## src/rtl/control_unit.sv

```systemverilog
// control_unit: fetch/decode/execute sequencer for the K&S 16-bit datapath.
// Drives every datapath enable/select line and the RAM write strobe.
// Optional feature: define CTRL_RETIRE_CNT_EN to add the instr_retired
// counter output (CNT_W bits wide).

package k_and_s_pkg;
  typedef enum logic [3:0] {
    I_NOP    = 4'd0,
    I_LOAD   = 4'd1,
    I_STORE  = 4'd2,
    I_MOVE   = 4'd3,
    I_ADD    = 4'd4,
    I_SUB    = 4'd5,
    I_AND    = 4'd6,
    I_OR     = 4'd7,
    I_BRANCH = 4'd8,
    I_BZERO  = 4'd9,
    I_BNZERO = 4'd10,
    I_BNEG   = 4'd11,
    I_BNNEG  = 4'd12,
    I_BOV    = 4'd13,
    I_BNOV   = 4'd14,
    I_HALT   = 4'd15
  } decoded_instruction_type;
endpackage

module control_unit
  import k_and_s_pkg::*;
#(
  parameter int CNT_W = 16
) (
  input  logic                    clk,
  input  logic                    rst,
  input  decoded_instruction_type decoded_instruction,
  input  logic                    reg_zero,
  input  logic                    reg_neg,
  input  logic                    reg_ov,
  input  logic                    reg_sov,
  output logic                    branch,
  output logic                    pc_enable,
  output logic                    ir_enable,
  output logic                    addr_sel,
  output logic                    c_sel,
  output logic [1:0]              operation,
  output logic                    write_reg_enable,
  output logic                    flags_reg_enable,
  output logic                    ram_write_enable,
  output logic                    halted
`ifdef CTRL_RETIRE_CNT_EN
  ,output logic [CNT_W-1:0]       instr_retired
`endif
);

  // Four-bit encoding leaves spare codes; any of them falls back to FETCH.
  typedef enum logic [3:0] {
    S_FETCH  = 4'd0,
    S_DECODE = 4'd1,
    S_LOAD   = 4'd2,
    S_STORE  = 4'd3,
    S_ALU    = 4'd4,
    S_BRANCH = 4'd5,
    S_NOP    = 4'd6,
    S_HALT   = 4'd7
  } state_t;

  state_t state_q, state_d;

  logic       branch_c;
  logic       pc_enable_c;
  logic       ir_enable_c;
  logic       addr_sel_c;
  logic       c_sel_c;
  logic [1:0] operation_c;
  logic       write_reg_enable_c;
  logic       flags_reg_enable_c;
  logic       ram_write_enable_c;
  logic       halted_c;

  // reg_sov is part of the flag bundle but no branch condition uses it.
  logic unused_sigs;
  assign unused_sigs = reg_sov ^ (CNT_W > 0);

  // State register; reset parks the controller in FETCH.
  always_ff @(posedge clk or posedge rst) begin
    if (rst) begin
      state_q <= S_FETCH;
    end else begin
      state_q <= state_d;
    end
  end

  // Next-state selection and Moore output decode.
  always_comb begin
    state_d            = S_FETCH;
    branch_c           = 1'b0;
    pc_enable_c        = 1'b0;
    ir_enable_c        = 1'b0;
    addr_sel_c         = 1'b0;
    c_sel_c            = 1'b0;
    operation_c        = 2'b00;
    write_reg_enable_c = 1'b0;
    flags_reg_enable_c = 1'b0;
    ram_write_enable_c = 1'b0;
    halted_c           = 1'b0;
    case (state_q)
      S_FETCH: begin
        ir_enable_c = 1'b1;
        state_d     = S_DECODE;
      end
      S_DECODE: begin
        case (decoded_instruction)
          I_LOAD:                           state_d = S_LOAD;
          I_STORE:                          state_d = S_STORE;
          I_ADD, I_SUB, I_AND, I_OR, I_MOVE: state_d = S_ALU;
          I_BRANCH, I_BZERO, I_BNZERO, I_BNEG,
          I_BNNEG, I_BOV, I_BNOV:           state_d = S_BRANCH;
          I_HALT:                           state_d = S_HALT;
          default:                          state_d = S_NOP;
        endcase
      end
      S_LOAD: begin
        addr_sel_c         = 1'b1;
        c_sel_c            = 1'b0;
        write_reg_enable_c = 1'b1;
        pc_enable_c        = 1'b1;
        state_d            = S_FETCH;
      end
      S_STORE: begin
        addr_sel_c         = 1'b1;
        ram_write_enable_c = 1'b1;
        pc_enable_c        = 1'b1;
        state_d            = S_FETCH;
      end
      S_ALU: begin
        c_sel_c            = 1'b1;
        write_reg_enable_c = 1'b1;
        pc_enable_c        = 1'b1;
        state_d            = S_FETCH;
        case (decoded_instruction)
          I_ADD: begin
            operation_c        = 2'b01;
            flags_reg_enable_c = 1'b1;
          end
          I_SUB: begin
            operation_c        = 2'b10;
            flags_reg_enable_c = 1'b1;
          end
          I_AND: begin
            operation_c        = 2'b11;
            flags_reg_enable_c = 1'b1;
          end
          I_OR: begin
            operation_c        = 2'b00;
            flags_reg_enable_c = 1'b1;
          end
          // MOVE is a|a through the OR path and must not disturb the flags.
          default: begin
            operation_c        = 2'b00;
            flags_reg_enable_c = 1'b0;
          end
        endcase
      end
      S_BRANCH: begin
        addr_sel_c  = 1'b1;
        pc_enable_c = 1'b1;
        state_d     = S_FETCH;
        case (decoded_instruction)
          I_BRANCH: branch_c = 1'b1;
          I_BZERO:  branch_c = reg_zero;
          I_BNZERO: branch_c = ~reg_zero;
          I_BNEG:   branch_c = reg_neg;
          I_BNNEG:  branch_c = ~reg_neg;
          I_BOV:    branch_c = reg_ov;
          I_BNOV:   branch_c = ~reg_ov;
          default:  branch_c = 1'b0;
        endcase
      end
      S_NOP: begin
        pc_enable_c = 1'b1;
        state_d     = S_FETCH;
      end
      S_HALT: begin
        halted_c = 1'b1;
        state_d  = S_HALT;
      end
      default: begin
        state_d = S_FETCH;
      end
    endcase
  end

  // Reset masks every output immediately, independent of the clock.
  assign branch           = branch_c           & ~rst;
  assign pc_enable        = pc_enable_c        & ~rst;
  assign ir_enable        = ir_enable_c        & ~rst;
  assign addr_sel         = addr_sel_c         & ~rst;
  assign c_sel            = c_sel_c            & ~rst;
  assign operation        = operation_c        & {2{~rst}};
  assign write_reg_enable = write_reg_enable_c & ~rst;
  assign flags_reg_enable = flags_reg_enable_c & ~rst;
  assign ram_write_enable = ram_write_enable_c & ~rst;
  assign halted           = halted_c           & ~rst;

`ifdef CTRL_RETIRE_CNT_EN
  logic [CNT_W-1:0] cnt_q, cnt_d;
  logic             retire_c;

  // One retirement per executed instruction; HALT retires on entry.
  always_comb begin
    retire_c = pc_enable_c | ((state_q == S_DECODE) && (state_d == S_HALT));
    cnt_d    = cnt_q;
    if (retire_c) begin
      cnt_d = cnt_q + {{(CNT_W-1){1'b0}}, 1'b1};
    end
  end

  // Retired-instruction counter register, wraps naturally.
  always_ff @(posedge clk or posedge rst) begin
    if (rst) begin
      cnt_q <= '0;
    end else begin
      cnt_q <= cnt_d;
    end
  end

  assign instr_retired = cnt_q;
`endif

endmodule

```

## config.mk

```make
export PLATFORM = sky130hd
export DESIGN_NAME = control_unit
export DESIGN_NICKNAME = d
export VERILOG_FILES = /design/src/rtl/control_unit.sv
export SDC_FILE = /design/constraint.sdc
export NUM_CORES = 1
export LEC_CHECK = 0
export ABC_AREA = 1
export CAP_MARGIN = 20
export CORE_AREA = 4 4 41 43
export CTS_CLUSTER_SIZE = 16
export DETAILED_ROUTE_END_ITERATION = 8
export DIE_AREA = 0 0 45 47
export PLACE_DENSITY = 0.7
export SETUP_SLACK_MARGIN = 0.15
export SLEW_MARGIN = 20
export SYNTH_ARGS = -nofsm -noshare
export SYNTH_HDL_FRONTEND = slang
export SYNTH_SLANG_ARGS = --single-unit
```

## constraint.sdc

```tcl
create_clock -name clk -period 0.8 [get_ports clk]
set_input_delay 0.08 -clock clk [delete_from_list [all_inputs] [get_ports clk]]
set_output_delay 0.08 -clock clk [all_outputs]
set_load 0.005 [all_outputs]
```

# ---- Word level (Yosys, flattened, before mapping)
# Memories as Yosys holds them, arrays and structs flattened.
# Cells that the tools add are included.
# Widths: inputs -> output; s select.
dict set report classes {
  n_bitwise 14
  eq_ne 18
  n_reduce_logical 5
  n_mux 14
}
# op n
set op_table {}
lappend op_table {{$eq 4x3->1 const B} 8}
lappend op_table {{$eq 4x4->1 const B} 7}
lappend op_table {{$pmux 4 s3} 1}
lappend op_table {{$mux 1} 10}
lappend op_table {{$and 1x1->1} 9}
lappend op_table {{$eq 4x2->1 const B} 2}
lappend op_table {{$pmux 1 s7} 1}
lappend op_table {{$pmux 2 s3} 1}
lappend op_table {{$reduce_or 5->1} 1}
lappend op_table {{$eq 4x1->1 const B} 1}
lappend op_table {{$logic_not 4->1} 1}
lappend op_table {{$not 1->1} 4}
lappend op_table {{$reduce_or 4->1} 1}
lappend op_table {{$reduce_or 3->1} 1}
lappend op_table {{$and 2x2->2} 1}
lappend op_table {{$mux 2} 1}
lappend op_table {{$reduce_or 2->1} 1}
dict set report totals {
  elab_cells 53
  mem_count 1
  in_bits 10
  out_inout_bits 11
  rom_bits 48
  regBits 4
}
# name words word_bits rd rd_clocked_by_memory_dff wr line
set mem_list {}
lappend mem_list {{(no name shown)} 16 3 1 0 0 111} ;# case (decoded_instruction)

# ---- Logic depth before layout (Yosys ltp)
dict set report depth {
  word_depth 5
  ltp_mapped 8
}

# ---- Worst setup path before layout
# Ideal clock, no wire load.
dict set report synth_timing {
  kind {register -> output}
  from {reg state_q[1]}
  to {out operation[0]}
  required_time_ns 0.720
  n_path_buf 0
  setup_slack_ns -0.094
  arrival_time_ns 0.814
  path_stages_with_launch 4
  cell_sequence {dfrtp_1 nor2_1 nand3_1 nor2_1}
}
dict set report synth_between {
  elab_chain_len 3
}
# item line
set synth_rtl {}
lappend synth_rtl {{from (decl)} 66} ;# state_t state_q, state_d;
lappend synth_rtl {{from (signal assigned)} 88} ;# state_q <= state_d;
lappend synth_rtl {{$eq 4x3->1} 105} ;# case (state_q)
lappend synth_rtl {{$mux 2} 105}
lappend synth_rtl {{$and 2x2->2} 198} ;# assign operation = operation_c & {2{~rst}};
lappend synth_rtl {{to (decl)} 44} ;# output logic [1:0] operation,
# Every way passes these cells.

# ---- Worst setup path in the final report
dict set report layout_timing {
  from {reg state_q[0]}
  to {out write_reg_enable}
}
dict set report layout_between {
  elab_chain_len 4
}
# item line
set layout_rtl {}
lappend layout_rtl {{$eq 4x3->1 / $eq 4x2->1 (equally long branches)} 105}
lappend layout_rtl {{$reduce_or 2->1 (no source line) (*)} --}
lappend layout_rtl {{$mux 1 (*)} 105}
lappend layout_rtl {{$and 1x1->1 (*)} 199} ;# assign write_reg_enable = write_reg_enable_c & ~rst;
lappend layout_rtl {{to (decl)} 45} ;# output logic write_reg_enable,
# Every way passes the cells marked *; elsewhere a longest branch is shown, timed or not.

==> impl_metrics.toml <==
[clock_network]
cts_tree = "yes"
cts_made_buffers = 3
ctsHoldBuffers = 0
clkSinkCount = 3
clk_root_buffer_cell = "clkbuf_4"
clockBufferDepth = 2
cts.clk_slew.worst_paths_ns = 0.04
htreeDepth = 1
clk_latency_ns = 0.24

[synthesis]
synth_edf_count = 0
synth_cell_type_count = 18
synth_ff_type = "dfrtp_1"
synth_area_um2 = 418
synth_seq_cells = 3
syn_area_per_cell_um2 = 5.97
yosys_warnings = 0
synth_cells = 70
ys_seq_area_share_pct = 18.0
syn_nets = 84
ys_async_sr_fraction_pct = 100

[drt]
first_pass_iters = 2
drtIter0Drc = 4
routed_via_density = 4.53
ant_nets = 0
vias = 603
wl_per_cell_um = 10.7
drc = 0
drt-total-wl_um = 1430

[setup_path]
required_ns = 0.72
r2r_setup_slack_ns = -0.40
end_kind = "output port"
r2r-end = "state_q[1]$_DFF_PP0_"
start_kind = "flop"
cp.arrival_ns = 1.31
critPathKind = "reg -> out"
reg2reg_depth = 8
r2r-start = "state_q[1]$_DFF_PP0_"
cp_max_fo = 4

[timing]
hold_viol = 0
whs_ns = 0.00939
slew_violations = 0
slew_headroom_pct = 70.4
setup_ws_ns = -0.590
setup_viol = 14
fin_skew_ns = 0.00832
fin_crit_sh_pct = 174
tightest_slew_ns = 0.443
period_minus_slack_ns = 1.39
timing.fmax_mhz = 720
rsz0062_at_grt = "yes"

[cells_and_area]
top_register = "state_q"
fin_nets = 133
final_cell_mix = "18 x buf_4, 14 x nand2_1, 10 x buf_2"
final_common_cell = "buf_4"
area_delta_synth_final_pct = 113
utilization_pct = 68.4
reg.largest.list = "state_q x3"
drive_gt1_share_pct = 55.1
largest_register_ffs = 3
num_antenna_cells = 0
finalInstanceArea_um2 = 890

[floorplanning]
rows = 13
coreArea_mm2 = 0.00130
die_h_um = 47
start_util_pct = 32.1
ioPinCount = 21
dieWidth_um = 45
die_area_mm2 = 0.00212

[run]
maxCapViolCount = 0

[outcome]
status = "complete, but fails checks"
violations = "setup timing"

[global_route]
grt_pass1_wl_um = 2280
grt_usage_pct = 15.1
grt_pass1_vias = 615
antenna_found_initial = 0
gr-total-overflow = 0
grt_max_degree = 9

[placement]
gp_congestion = 0.815
placed_area_um2 = 721
hpwl_um = 887
port_buffers = 19

[pwr]
vdd_drop_max_v = 0.000382
power.density_mw_per_mm2 = 654
p_leak_nw = 0.486

[worst_hold_path]
hp-class = "in -> async"
==> per-stage QoR <==
stage               cells  setup slack [ns]  TNS (ns)  power, mW
CTS                   131            -0.594     -6.75      0.583
detailed placement    115             -1.04    -10.38      0.312
finish                133            -0.590     -6.77      0.581
global placement      115             -1.01    -10.24      0.311
floorplan              70           -0.0717    -0.559      0.225
global route          133            -0.609     -7.44      0.618
==> synth_stat cells, types with 3 or more instances <==
| master | number | share of area [%] |
|---|---|---|
| nand2_1 | 18 | 16 |
| inv_2 | 3 | 2.7 |
| ha_1 | 4 | 12 |
| nor2_2 | 3 | 4.5 |
| nor2_1 | 6 | 5.4 |
| o21ai_1 | 3 | 3.6 |
| o21ai_0 | 3 | 3.6 |
| nand3_1 | 7 | 8.4 |
| dfrtp_1 | 3 | 18 |
| inv_1 | 12 | 11 |
==> metal layers <==
layer	routed length [um]	share of wire (%)	up-vias	global-route usage [%]
li1	-	-	316	-
met1	489	34	267	13.2
met2	834	58	17	31.6
met3	73	5.1	3	0
met4	28	2.0	0	12.3
met5	0	0	-	0
==> repair_timing <==
action | CTS | global route
pin swaps | 12 | 9
endpoints found under the hold margin | 0 | 0
gates resized for setup | 65 | 10
endpoints found under the setup margin | 14 | 14
setup buffers | 12 | 2
==> how the worst max path moves through the flow <==
stage / slack [ns] / endpoint / cells past startpoint / start
global placement: -1.01 / branch / 10 / decoded_instruction[0]
finish: -0.59 / write_reg_enable / 4 / state_q[0]$_DFF_PP0_
detailed placement: -1.04 / branch / 10 / decoded_instruction[0]
floorplan: -0.07 / operation[0] / 3 / state_q[1]$_DFF_PP0_
global route: -0.61 / pc_enable / 5 / state_q[0]$_DFF_PP0_
CTS: -0.59 / addr_sel / 6 / state_q[1]$_DFF_PP0_
==> power by group <==
| group | switching [mW] | total [mW] | internal (mW) |
|---|---|---|---|
| Clock | 0.0891 | 0.277 | 0.187 |
| Combinational | 0.0757 | 0.152 | 0.0766 |
| Sequential | 0 | 0.153 | 0.153 |
==> critical path, cell delays in order, from the launching register on <==
cell and delay [ns]:
dfrtp_1 0.43, buf_4 0.16, buf_4 0.12, o31ai_2 0.22, buf_2 0.14
==> cell families (layout without fill, tap and decap cells) <==
group,after synthesis,in the layout,share of synthesized area (%)
adder cells (fa/ha/maj),4,4,12.0
buffers and inverters,16,64,16.2
AND/OR/NAND/NOR,36,36,38.0
AO/OA/AOI/OAI,11,11,15.9
flip-flops,3,3,18.0
==> cell type report <==
type                            count  area (um^2)
Multi-Input combinational cell     51          347
Fill cell                         112          412
Timing Repair Buffer               45          364
Sequential cell                     3         75.1
Clock buffer                        4         26.3
Inverter                           15         58.8
Tap cell                           15         18.8
Power figures use the tool's default switching activity.
